File: src/rtl/pixel_pkg.sv
// Shared definitions for the pixel line reader: pixel width and FSM state encoding.
package pixel_pkg;

    localparam int unsigned PIXEL_W = 24;

    typedef enum logic [1:0] {
        IDLE      = 2'd0,
        WAIT_FILL = 2'd1,
        STREAM    = 2'd2
    } state_e;

endpackage

File: src/rtl/pixel_skid_buffer.sv
// Two-entry FIFO-ordered skid buffer between the pixel FIFO read port and the output stream.
module pixel_skid_buffer
    import pixel_pkg::*;
(
    input  logic               clk,
    input  logic               rst,
    input  logic               wr_en,
    input  logic [PIXEL_W-1:0] wr_data,
    input  logic               rd_en,
    output logic [PIXEL_W-1:0] rd_data,
    output logic [1:0]         count
);

    logic [PIXEL_W-1:0] mem_q [2];
    logic               wr_ptr_q;
    logic               rd_ptr_q;
    logic [1:0]         count_q;
    logic               pop;

    assign pop = rd_en && (count_q != 2'd0);

    // A write while full is only legal together with a pop; the slot being
    // overwritten is the one leaving, so ordering is preserved.
    always_ff @(posedge clk or negedge rst) begin
        if (!rst) begin
            mem_q[0] <= '0;
            mem_q[1] <= '0;
            wr_ptr_q <= 1'b0;
            rd_ptr_q <= 1'b0;
            count_q  <= 2'd0;
        end else begin
            if (wr_en) begin
                mem_q[wr_ptr_q] <= wr_data;
                wr_ptr_q        <= ~wr_ptr_q;
            end
            if (pop) begin
                rd_ptr_q <= ~rd_ptr_q;
            end
            if (wr_en && !pop) begin
                count_q <= count_q + 2'd1;
            end else if (!wr_en && pop) begin
                count_q <= count_q - 2'd1;
            end
        end
    end

    assign rd_data = mem_q[rd_ptr_q];
    assign count   = count_q;

endmodule

File: src/rtl/pixel_line_reader.sv
// Streams one frame of pixels from a FIFO to a valid/ready output with SOF/SOL/EOL flags.
// Optional underrun reporting is built when PIXEL_LINE_READER_UNDERRUN_EN is defined.
module pixel_line_reader
    import pixel_pkg::*;
#(
    parameter int unsigned LINE_WIDTH  = 640,
    parameter int unsigned FRAME_LINES = 480
) (
    input  logic               clk,
    input  logic               rst,
    input  logic               enable,
    input  logic               fifoEmpty,
    output logic               fifoRdEn,
    input  logic [PIXEL_W-1:0] fifoData,
    output logic               outValid,
    input  logic               outReady,
    output logic [PIXEL_W-1:0] outPixel,
    output logic               outSof,
    output logic               outSol,
    output logic               outEol,
    output logic               underrunIrq,
    output logic [15:0]        underrunCount,
    output logic               busy
);

    localparam int unsigned TOTAL = LINE_WIDTH * FRAME_LINES;
    localparam int unsigned CNT_W = $clog2(TOTAL + 1);
    localparam int unsigned COL_W = (LINE_WIDTH > 1) ? $clog2(LINE_WIDTH) : 1;
    localparam int unsigned ROW_W = (FRAME_LINES > 1) ? $clog2(FRAME_LINES) : 1;

    state_e           state_q, state_d;
    logic [CNT_W-1:0] issued_q;
    logic [COL_W-1:0] col_q;
    logic [ROW_W-1:0] row_q;
    logic             inflight_q;
    logic [1:0]       occ;
    logic             xfer;
    logic             col_last;
    logic             row_last;
    logic             frame_end;
    logic             pops_left;

    pixel_skid_buffer u_skid (
        .clk     (clk),
        .rst     (rst),
        .wr_en   (inflight_q),
        .wr_data (fifoData),
        .rd_en   (xfer),
        .rd_data (outPixel),
        .count   (occ)
    );

    assign outValid  = (occ != 2'd0);
    assign xfer      = outValid && outReady;
    assign col_last  = (col_q == COL_W'(LINE_WIDTH - 1));
    assign row_last  = (row_q == ROW_W'(FRAME_LINES - 1));
    assign frame_end = xfer && col_last && row_last;
    assign pops_left = (issued_q < CNT_W'(TOTAL));

    // A transfer this cycle frees a skid slot, which keeps the pipe at 1 pixel/cycle.
    assign fifoRdEn = (state_q == STREAM) && !fifoEmpty && pops_left &&
                      (({1'b0, occ} + {2'b00, inflight_q}) < (3'd2 + {2'b00, xfer}));

    always_comb begin
        state_d = state_q;
        unique case (state_q)
            IDLE:      if (enable) state_d = WAIT_FILL;
            WAIT_FILL: if (!fifoEmpty) state_d = STREAM;
            STREAM:    if (frame_end) state_d = enable ? WAIT_FILL : IDLE;
            default:   state_d = IDLE;
        endcase
    end

    always_ff @(posedge clk or negedge rst) begin
        if (!rst) begin
            state_q    <= IDLE;
            issued_q   <= '0;
            col_q      <= '0;
            row_q      <= '0;
            inflight_q <= 1'b0;
        end else begin
            state_q    <= state_d;
            inflight_q <= fifoRdEn;
            if (frame_end) begin
                issued_q <= '0;
            end else if (fifoRdEn) begin
                issued_q <= issued_q + 1'b1;
            end
            if (xfer) begin
                if (col_last) begin
                    col_q <= '0;
                    row_q <= row_last ? '0 : row_q + 1'b1;
                end else begin
                    col_q <= col_q + 1'b1;
                end
            end
        end
    end

    assign busy   = (state_q != IDLE);
    assign outSol = outValid && (col_q == '0);
    assign outSof = outSol && (row_q == '0);
    assign outEol = outValid && col_last;

`ifdef PIXEL_LINE_READER_UNDERRUN_EN
    logic        underrun;
    logic        underrun_q;
    logic        irq_q;
    logic [15:0] urun_cnt_q;

    assign underrun = (state_q == STREAM) && (occ == 2'd0) && !inflight_q &&
                      fifoEmpty && pops_left;

    // One event per episode: rising edge of the underrun condition.
    always_ff @(posedge clk or negedge rst) begin
        if (!rst) begin
            underrun_q <= 1'b0;
            irq_q      <= 1'b0;
            urun_cnt_q <= 16'h0000;
        end else begin
            underrun_q <= underrun;
            irq_q      <= underrun && !underrun_q;
            if (underrun && !underrun_q && (urun_cnt_q != 16'hFFFF)) begin
                urun_cnt_q <= urun_cnt_q + 16'h0001;
            end
        end
    end

    assign underrunIrq   = irq_q;
    assign underrunCount = urun_cnt_q;
`else
    assign underrunIrq   = 1'b0;
    assign underrunCount = 16'h0000;
`endif

endmodule

File: config.mk
export PLATFORM = sky130hd
export DESIGN_NAME = pixel_line_reader
export DESIGN_NICKNAME = d
export VERILOG_FILES = /design/src/rtl/pixel_pkg.sv /design/src/rtl/pixel_skid_buffer.sv /design/src/rtl/pixel_line_reader.sv
export SDC_FILE = /design/constraint.sdc
export NUM_CORES = 1
export LEC_CHECK = 0
export CORE_MARGIN = 3
export CORE_UTILIZATION = 50
export CTS_CLUSTER_SIZE = 40
export DETAILED_ROUTE_END_ITERATION = 12
export PLACE_DENSITY_LB_ADDON = 0.2
export SYNTH_ARGS = -nofsm -noshare
export SYNTH_HDL_FRONTEND = slang
export SYNTH_SLANG_ARGS = --single-unit
File: constraint.sdc
create_clock -name clk -period 2.9 [get_ports clk]
set_clock_uncertainty 0.15 [all_clocks]
set_input_delay 0.87 -clock clk [delete_from_list [all_inputs] [get_ports clk]]
set_output_delay 0.87 -clock clk [all_outputs]
set_load 0.1 [all_outputs]
Word-level counts from Yosys, hierarchy flattened
Cells that the tools add are included.
{"block": "word_totals", "regBits": 93, "input_bits": 29, "output_inout_bits": 47, "wordCells": 75}
{"block": "op_classes", "add_sub_neg": 7, "magnitude_cmp": 5, "n_eq_ne": 7, "muxes": 17, "bitwise": 4, "n_reduce_logical": 25}
{"operator": "$mux W24", "count": 4}
{"operator": "$bwmux W48", "count": 1}
{"operator": "$mux W19", "count": 2}
{"operator": "$demux W24 S1", "count": 1}
{"operator": "$add A19 B1 Y19 const B", "count": 1}
{"operator": "$lt A19 B19 Y1 const B", "count": 1}
{"operator": "$logic_and A1 B1 Y1", "count": 13}
{"operator": "$add A10 B1 Y10 const B", "count": 1}
{"operator": "$eq A10 B10 Y1 const B", "count": 1}
{"operator": "$logic_not A10 Y1", "count": 1}
{"operator": "$mux W10", "count": 1}
{"operator": "$mux W2", "count": 5}
{"operator": "$add A9 B1 Y9 const B", "count": 1}
{"operator": "$eq A9 B9 Y1 const B", "count": 1}
{"operator": "$logic_not A9 Y1", "count": 1}
{"operator": "$mux W9", "count": 1}
{"operator": "$reduce_bool A2 Y1", "count": 4}
{"operator": "$ne A2 B2 Y1 const B", "count": 3}
{"operator": "$pmux W2 S3", "count": 1}
{"operator": "$ge A2 B2 Y1 const B", "count": 2}
{"operator": "$not A1 Y2", "count": 2}
{"operator": "$add A2 B1 Y3", "count": 1}
{"operator": "$add A2 B1 Y3 const A", "count": 1}
{"operator": "$logic_not A1 Y1", "count": 3}
{"operator": "11 further kinds", "count": 12}

Logic depth before layout (Yosys ltp)
Gate-level depths: netlist (run 1).
{"block": "depth", "ltp_word": 7, "mapped_depth": 8}

Cells and area by module
From an unflattened synthesis (run 1), not the netlist that was laid out.
{"block": "hier_totals", "cells_unflattened": 393, "hier_area_um2": 4704.5}
{"module": "pixel_skid_buffer", "instances": 1, "cells_per_inst": 142, "area_per_inst_um2": 2356.0, "seq_area_each_um2": 1301.2}
{"module": "pixel_line_reader", "instances": 1, "cells_per_inst": 251, "area_per_inst_um2": 2348.5, "seq_area_each_um2": 1026.0}

Least setup slack after synthesis (run 1)
Ideal clock, no wire load.
{"block": "synth_timing", "kind": "register to output", "start": "reg u_skid.count_q[0], in the netlist u_skid.count[0]", "end": "out outSof", "arrival_ps": 5025, "t_required_ps": 1880, "slack_ps": -3145, "path_stages_with_launch": 5, "n_path_buf": 0, "cell_sequence": "dfrtp_1 -> or2_2 -> nand3_1 -> nor4_1 -> and3_1"}
{"block": "synth_via", "elab_chain_cells": 3}
{"item": "start: declaration", "line_no": "pixel_skid_buffer.sv:17", "text": "logic [1:0] count_q;"}
{"item": "start signal: assignment", "line_no": "pixel_skid_buffer.sv:40", "text": "count_q <= count_q + 2'd1;"}
{"item": "start signal: assignment", "line_no": "pixel_skid_buffer.sv:42", "text": "count_q <= count_q - 2'd1;"}
{"item": "$reduce_bool A2 Y1", "line_no": "pixel_line_reader.sv:53", "text": "assign outValid = (occ != 2'd0);"}
{"item": "net outValid", "line_no": "pixel_line_reader.sv:15", "text": "output logic outValid,"}
{"item": "$logic_and A1 B1 Y1", "line_no": "pixel_line_reader.sv:101", "text": "assign outSol = outValid && (col_q == '0);"}
{"item": "net outSol", "line_no": "pixel_line_reader.sv:19", "text": "output logic outSol,"}
{"item": "$logic_and A1 B1 Y1", "line_no": "pixel_line_reader.sv:102", "text": "assign outSof = outSol && (row_q == '0);"}
{"item": "end: declaration", "line_no": "pixel_line_reader.sv:18", "text": "output logic outSof,"}
The timed path passes the listed nets, and every way through them passes these cells.

Final worst setup path (run 1)
{"block": "layout_timing", "start": "reg col_q[0]", "end": "out outSof"}
{"block": "layout_via", "elab_chain_cells": 3}
{"item": "start: declaration", "line_no": "pixel_line_reader.sv:33", "text": "logic [COL_W-1:0] col_q;"}
{"item": "start signal: assignment", "line_no": "pixel_line_reader.sv:94", "text": "col_q <= col_q + 1'b1;"}
{"item": "$logic_not A10 Y1", "line_no": "pixel_line_reader.sv:101"}
{"item": "$logic_and A1 B1 Y1", "line_no": "pixel_line_reader.sv:101"}
{"item": "$logic_and A1 B1 Y1", "line_no": "pixel_line_reader.sv:102"}
Every way passes these cells.

==> impl_metrics.ini, run 1 <==
[run_status]
outcome = finished clean

[setup_path]
crit_chain = inv_2 > ha_4 > nor4b_4 > nand3_2 > nor4_4 > and3_4 > buf_12
crit_fanout = 3
cp.required_ns = 1.88
start_kind = flip-flop
reg2reg_slack_ns = 0.62
r2r-end = issued_q[13]
ff2ff_path_depth = 8
cp-end-kind = output port
timing.critical_path.buf_inv = 2
critPathKind = reg2out
crit_path_max_incr_delay_ns = 0.41
slowest_stage = dfrtp_1
crit_family = simple AND/OR/NAND/NOR gates
arrival_ns = 1.86
r2r_start = row_q[0]

[logic_synthesis]
synth_edf_count = 0
ys.flop_type = dfrtp_1
syn_area_um2 = 4570
yosysWarnings = 0
async_reset_ff_frac = 1.00
syn_inst = 394
seq_area_frac_synth = 0.510
ys_seq_elements = 93
synth_cell_types = 47
avgSynthCellArea_um2 = 11.6

[clocking]
cts_sinks = 93
path_clk_slew_ns = 0.09
ctsRootBufferMaster = clkbuf_8
htreeDepth = 3
clk-insertion-delay-late_ns = 0.35
cts_buffers = 9
ctsLongestPathBuffers = 2
cts_tree = built

[layout]
nets = 513
n_fill_cell = 677
drive_above_1_share = 0.356
antennaDiodeCount = 0
layout_common_cells = dfrtp_1, mux2_2, buf_4
area_growth_pct = 29.8
stdcell_count = 589
layout_commonest_cell = dfrtp_1

[die]
num_rows = 34
fp.coreArea_um2 = 8810
initial_core_util = 0.519
die_w_um = 102
dieArea_um2 = 10300
die_h_um = 102
ios = 76

[timing]
rsz0062_at_grt = true
fmax_ghz = 0.348
hold_viol_final = 0
drv_slew = 0
setup_ws_ns = 0.0230
setup_viol_count_final = 0
post-route-min-period_ns = 2.88
period_share = 0.992

[grt]
grt_usage = 0.185
grt_pass1_wl_um = 15200
grt_max_degree = 58
globalRouteOverflowTotal = 0
first_global_vias = 3209
antenna_found_initial = 0

[detailed_routing]
drt_first_pass_iters = 6
drc = 0
viasPerCell = 5.34
wl_um = 8940
num_vias = 3148
antenna_left = 0
drt_iter0_drc = 130
wl_per_cell_um = 15.2

[placement]
numPortBuffers = 58
gp_congestion = 0.858
place_inst = 566
dp_hpwl_um = 6350
pre_cts_slack_ns = -0.243

[worst_hold_path]
hold_class = in2async

[run]
cap_violations = 0
[layout make-up]
class / instances / area (µm²) / share of cell area
Sequential cell: 93 / 2330 / 0.393
Clock inverter: 6 / 70.1 / 0.0118
Timing Repair Buffer: 87 / 1080 / 0.182
Multi-Input combinational cell: 274 / 2140 / 0.361
Clock buffer: 10 / 128 / 0.0215
Tap cell: 108 / 135 / 0.0228
Inverter: 11 / 47.5 / 0.00802
[sequential cells by signal, summed over array words and instances (netlist names)]
signal	flops
u_skid.mem_q	48
issued_q	19
col_q	10
row_q	9
state_q	2
u_skid.count	2
inflight_q	1
u_skid.rd_ptr_q	1
u_skid.wr_ptr_q	1
[cell usage after synthesis (3+ instances only)]
cell,n,area share
buf_4,18,0.030
nand4_1,16,0.022
nor2_1,25,0.021
ha_1,8,0.022
o211ai_1,4,0.0066
or3_1,4,0.0055
mux2i_1,3,0.0066
nor4_1,5,0.0068
buf_1,3,0.0025
mux2_2,72,0.18
nand2b_1,3,0.0041
or4_1,7,0.012
a21oi_1,6,0.0066
clkbuf_1,6,0.0049
nand3_1,19,0.021
inv_1,10,0.0082
dfrtp_1,93,0.51
xnor2_1,9,0.017
buf_2,4,0.0044
o21ai_0,10,0.011
nand2_1,24,0.020
o31ai_1,3,0.0049
xor2_1,11,0.021
[how the worst max path moves through the flow]
stage	start	end	slack, ns	cells after the start
CTS	col_q[1]	outSof	-0.002	7
global route	col_q[1]	outSof	-0.09	7
finish	col_q[0]	outSof	0.02	7
detailed placement	outReady	fifoRdEn	-0.24	7
floorplan	u_skid.count[0]	outSof	-0.64	4
global placement	outReady	fifoRdEn	-0.24	7
[cells by family after synthesis]
kind of cell | Yosys count | share of synthesized area
other | 1 | 0.000821
xor gates and xnor gates | 20 | 0.0384
buffers and inverters | 43 | 0.0534
and+or+nand+nor | 120 | 0.139
adders and majority gates | 8 | 0.0219
muxes | 75 | 0.184
AOI/OAI and AO/OA | 34 | 0.0526
DFF | 93 | 0.510
[what timing repair did]
action / 4_1_cts / 5_1_grt
setup endpoints to repair: 4 / 4
pin swaps: 6 / 2
resized for setup: 7 / 5
hold buffers: 0 / 0
setup buffers: 6 / 1
[routing by layer]
metal | vias up | routed length (µm) | global-route usage
met2 | 64 | 4410 | 0.298
met5 | - | 0 | 0
met4 | 0 | 86 | 0.0634
met3 | 8 | 348 | 0.0262
met1 | 1551 | 4100 | 0.257
li1 | 1525 | - | -
[per-stage QoR]
stage / area [µm²] / util / TNS [ns] / hold slack [ns]
after detailed placement: 5640 / 0.641 / -0.252 / 0.318
after floorplan: 4680 / - / -0.824 / 0.313
after global routing: 5930 / 0.673 / -0.131 / 0.296
after CTS: 5900 / 0.670 / -0.00154 / 0.291
after global placement: 5640 / 0.641 / -0.254 / 0.313
final: 5930 / 0.673 / 0 / 0.292
[worst reg2reg max path: cells and delay by family, from the launching register on]
family / cells / cell delay (ns)
adder cells (fa/ha/maj): 1 / 0.21
buffers and inverters: 2 / 0.35
flip-flops: 1 / 0.43
AND/OR/NAND/NOR: 5 / 1.02
Power of run 1 is left out: the tool's default activity adds up to more than one toggle a clock period on the data nets, which glitch-free logic cannot reach.
==> inputs of run 2 (changes only) <==
- CTS_BUF_LIST: not set -> sky130_fd_sc_hd__clkbuf_8
==> run 2 against run 1 <==
Effect of this change:
- first-iteration DRC count fell by 0.77%
- die area unchanged
- core utilization did not move
- critical path type unchanged
- critical path depth is the same
- non-clock buffer count is the same
- highest routed layer unchanged
- sequential share of layout area unchanged
- final cell count is the same
==> impl_metrics.ini, run 2 (synthesis results as in run 1) <==
[die]
dieArea_um2 = 10300
ios = 76
die_w_um = 102
fp.coreArea_um2 = 8810
initial_core_util = 0.519
die_h_um = 102
num_rows = 34

[layout]
area_growth_pct = 29.8
largest_register_ffs = 48
layout_common_cells = dfrtp_1, mux2_2, buf_4
layout_commonest_cell = dfrtp_1
reg.largest.list = u_skid.mem_q: 48 flops, issued_q: 19 flops, col_q: 10 flops
stdcell_count = 589
drive_above_1_share = 0.356
antennaDiodeCount = 0
n_fill_cell = 677
regMostFlops = u_skid.mem_q
final_core_util = 0.673
nets = 513

[setup_path]
critPathKind = reg2out
crit_fanout = 3
ff2ff_path_depth = 8
r2r_start = row_q[0]
start_kind = flip-flop
cp-end-kind = output port
reg2reg_slack_ns = 0.62
crit_family = simple AND/OR/NAND/NOR gates
timing.critical_path.buf_inv = 2
crit_path_max_incr_delay_ns = 0.41
crit_end = outSof
r2r-end = issued_q[13]
slowest_stage = dfrtp_1
arrival_ns = 1.86
crit_chain = inv_2 > ha_4 > nor4b_4 > nand3_2 > nor4_4 > and3_4 > buf_12
cp.required_ns = 1.88
path_depth = 7
cp-startpoint = col_q[0]

[clocking]
cts_sinks = 93
clk-insertion-delay-late_ns = 0.35
cts_buffers = 9
cts_tree = built
ctsLongestPathBuffers = 2
hold_buffers = 0
path_clk_slew_ns = 0.10
ctsRootBufferMaster = clkbuf_8
htreeDepth = 3

[timing]
post-route-min-period_ns = 2.88
fin_tns_setup_ns = 0
rsz0062_at_grt = true
setup_viol_count_final = 0
period_share = 0.992
fmax_ghz = 0.348
whs_ns = 0.289
drv_slew = 0
hold_viol_final = 0

[detailed_routing]
drt_first_pass_iters = 5
antenna_left = 0
num_vias = 3153
wl_per_cell_um = 15.2
wl_um = 8940
drc = 0
drt_iter0_drc = 129
viasPerCell = 5.35

[grt]
met2_usage = 0.298
antenna_found_initial = 0
grt_usage = 0.184
globalRouteOverflowTotal = 0
grt_max_degree = 58
first_global_vias = 3205
grt_pass1_wl_um = 15200
grtUsageMet1 = 0.256
grt-busiest-layer = met2
grt_util_met3 = 0.0262

[run]
cap_violations = 0

[placement]
numPortBuffers = 58
place_inst = 566
dp_hpwl_um = 6350
gp_congestion = 0.858

[run_status]
outcome = finished clean

[worst_hold_path]
hold_class = in2async
-- run 2: stage by stage --
step | setup WS (ns) | instance area (µm²)
finish | 0.0229 | 5930
global placement | -0.245 | 5640
global route | -0.0887 | 5930
CTS | -0.00154 | 5900
floorplan | -0.637 | 4680
detailed placement | -0.243 | 5640
-- run 2: how the worst min path moves through the flow --
stage,end,slack [ns],cells after the start
floorplan,u_skid.wr_ptr_q,0.31,1
global route,u_skid.mem_q[7],0.30,1
finish,u_skid.mem_q[31],0.29,1
global placement,u_skid.rd_ptr_q,0.31,1
CTS,u_skid.mem_q[31],0.29,1
detailed placement,u_skid.rd_ptr_q,0.32,1
-- run 2: repair_timing --
action	in CTS	in global routing
resized for setup	7	5
hold endpoints to repair	0	0
setup buffers	6	1
endpoints found under the setup margin	4	4
pin swaps	6	2
gates cloned	0	0
-- run 2: final cells by class --
| cell class | count | area [µm²] | area share |
|---|---|---|---|
| Sequential cell | 93 | 2330 | 0.393 |
| Multi-Input combinational cell | 274 | 2140 | 0.361 |
| Timing Repair Buffer | 87 | 1080 | 0.182 |
| Tap cell | 108 | 135 | 0.0228 |
| Clock buffer | 9 | 124 | 0.0209 |
| Clock inverter | 7 | 73.8 | 0.0125 |
| Inverter | 11 | 47.5 | 0.00802 |
-- run 2: layer usage --
layer,vias up,part of all wire,routed length [µm]
li1,1526,-,-
met1,1550,0.46,4080
met2,69,0.49,4410
met3,8,0.040,361
met4,0,0.0096,86
met5,-,0,0
Power of run 2 is left out for the same reason.
==> inputs of run 3 (changes only) <==
- ABC_CLOCK_PERIOD_IN_PS: not set -> 2900
==> results of run 3 <==
No change in the layout: final DEF, timing and power equal those of run 2.
Power of run 3 is left out for the same reason.
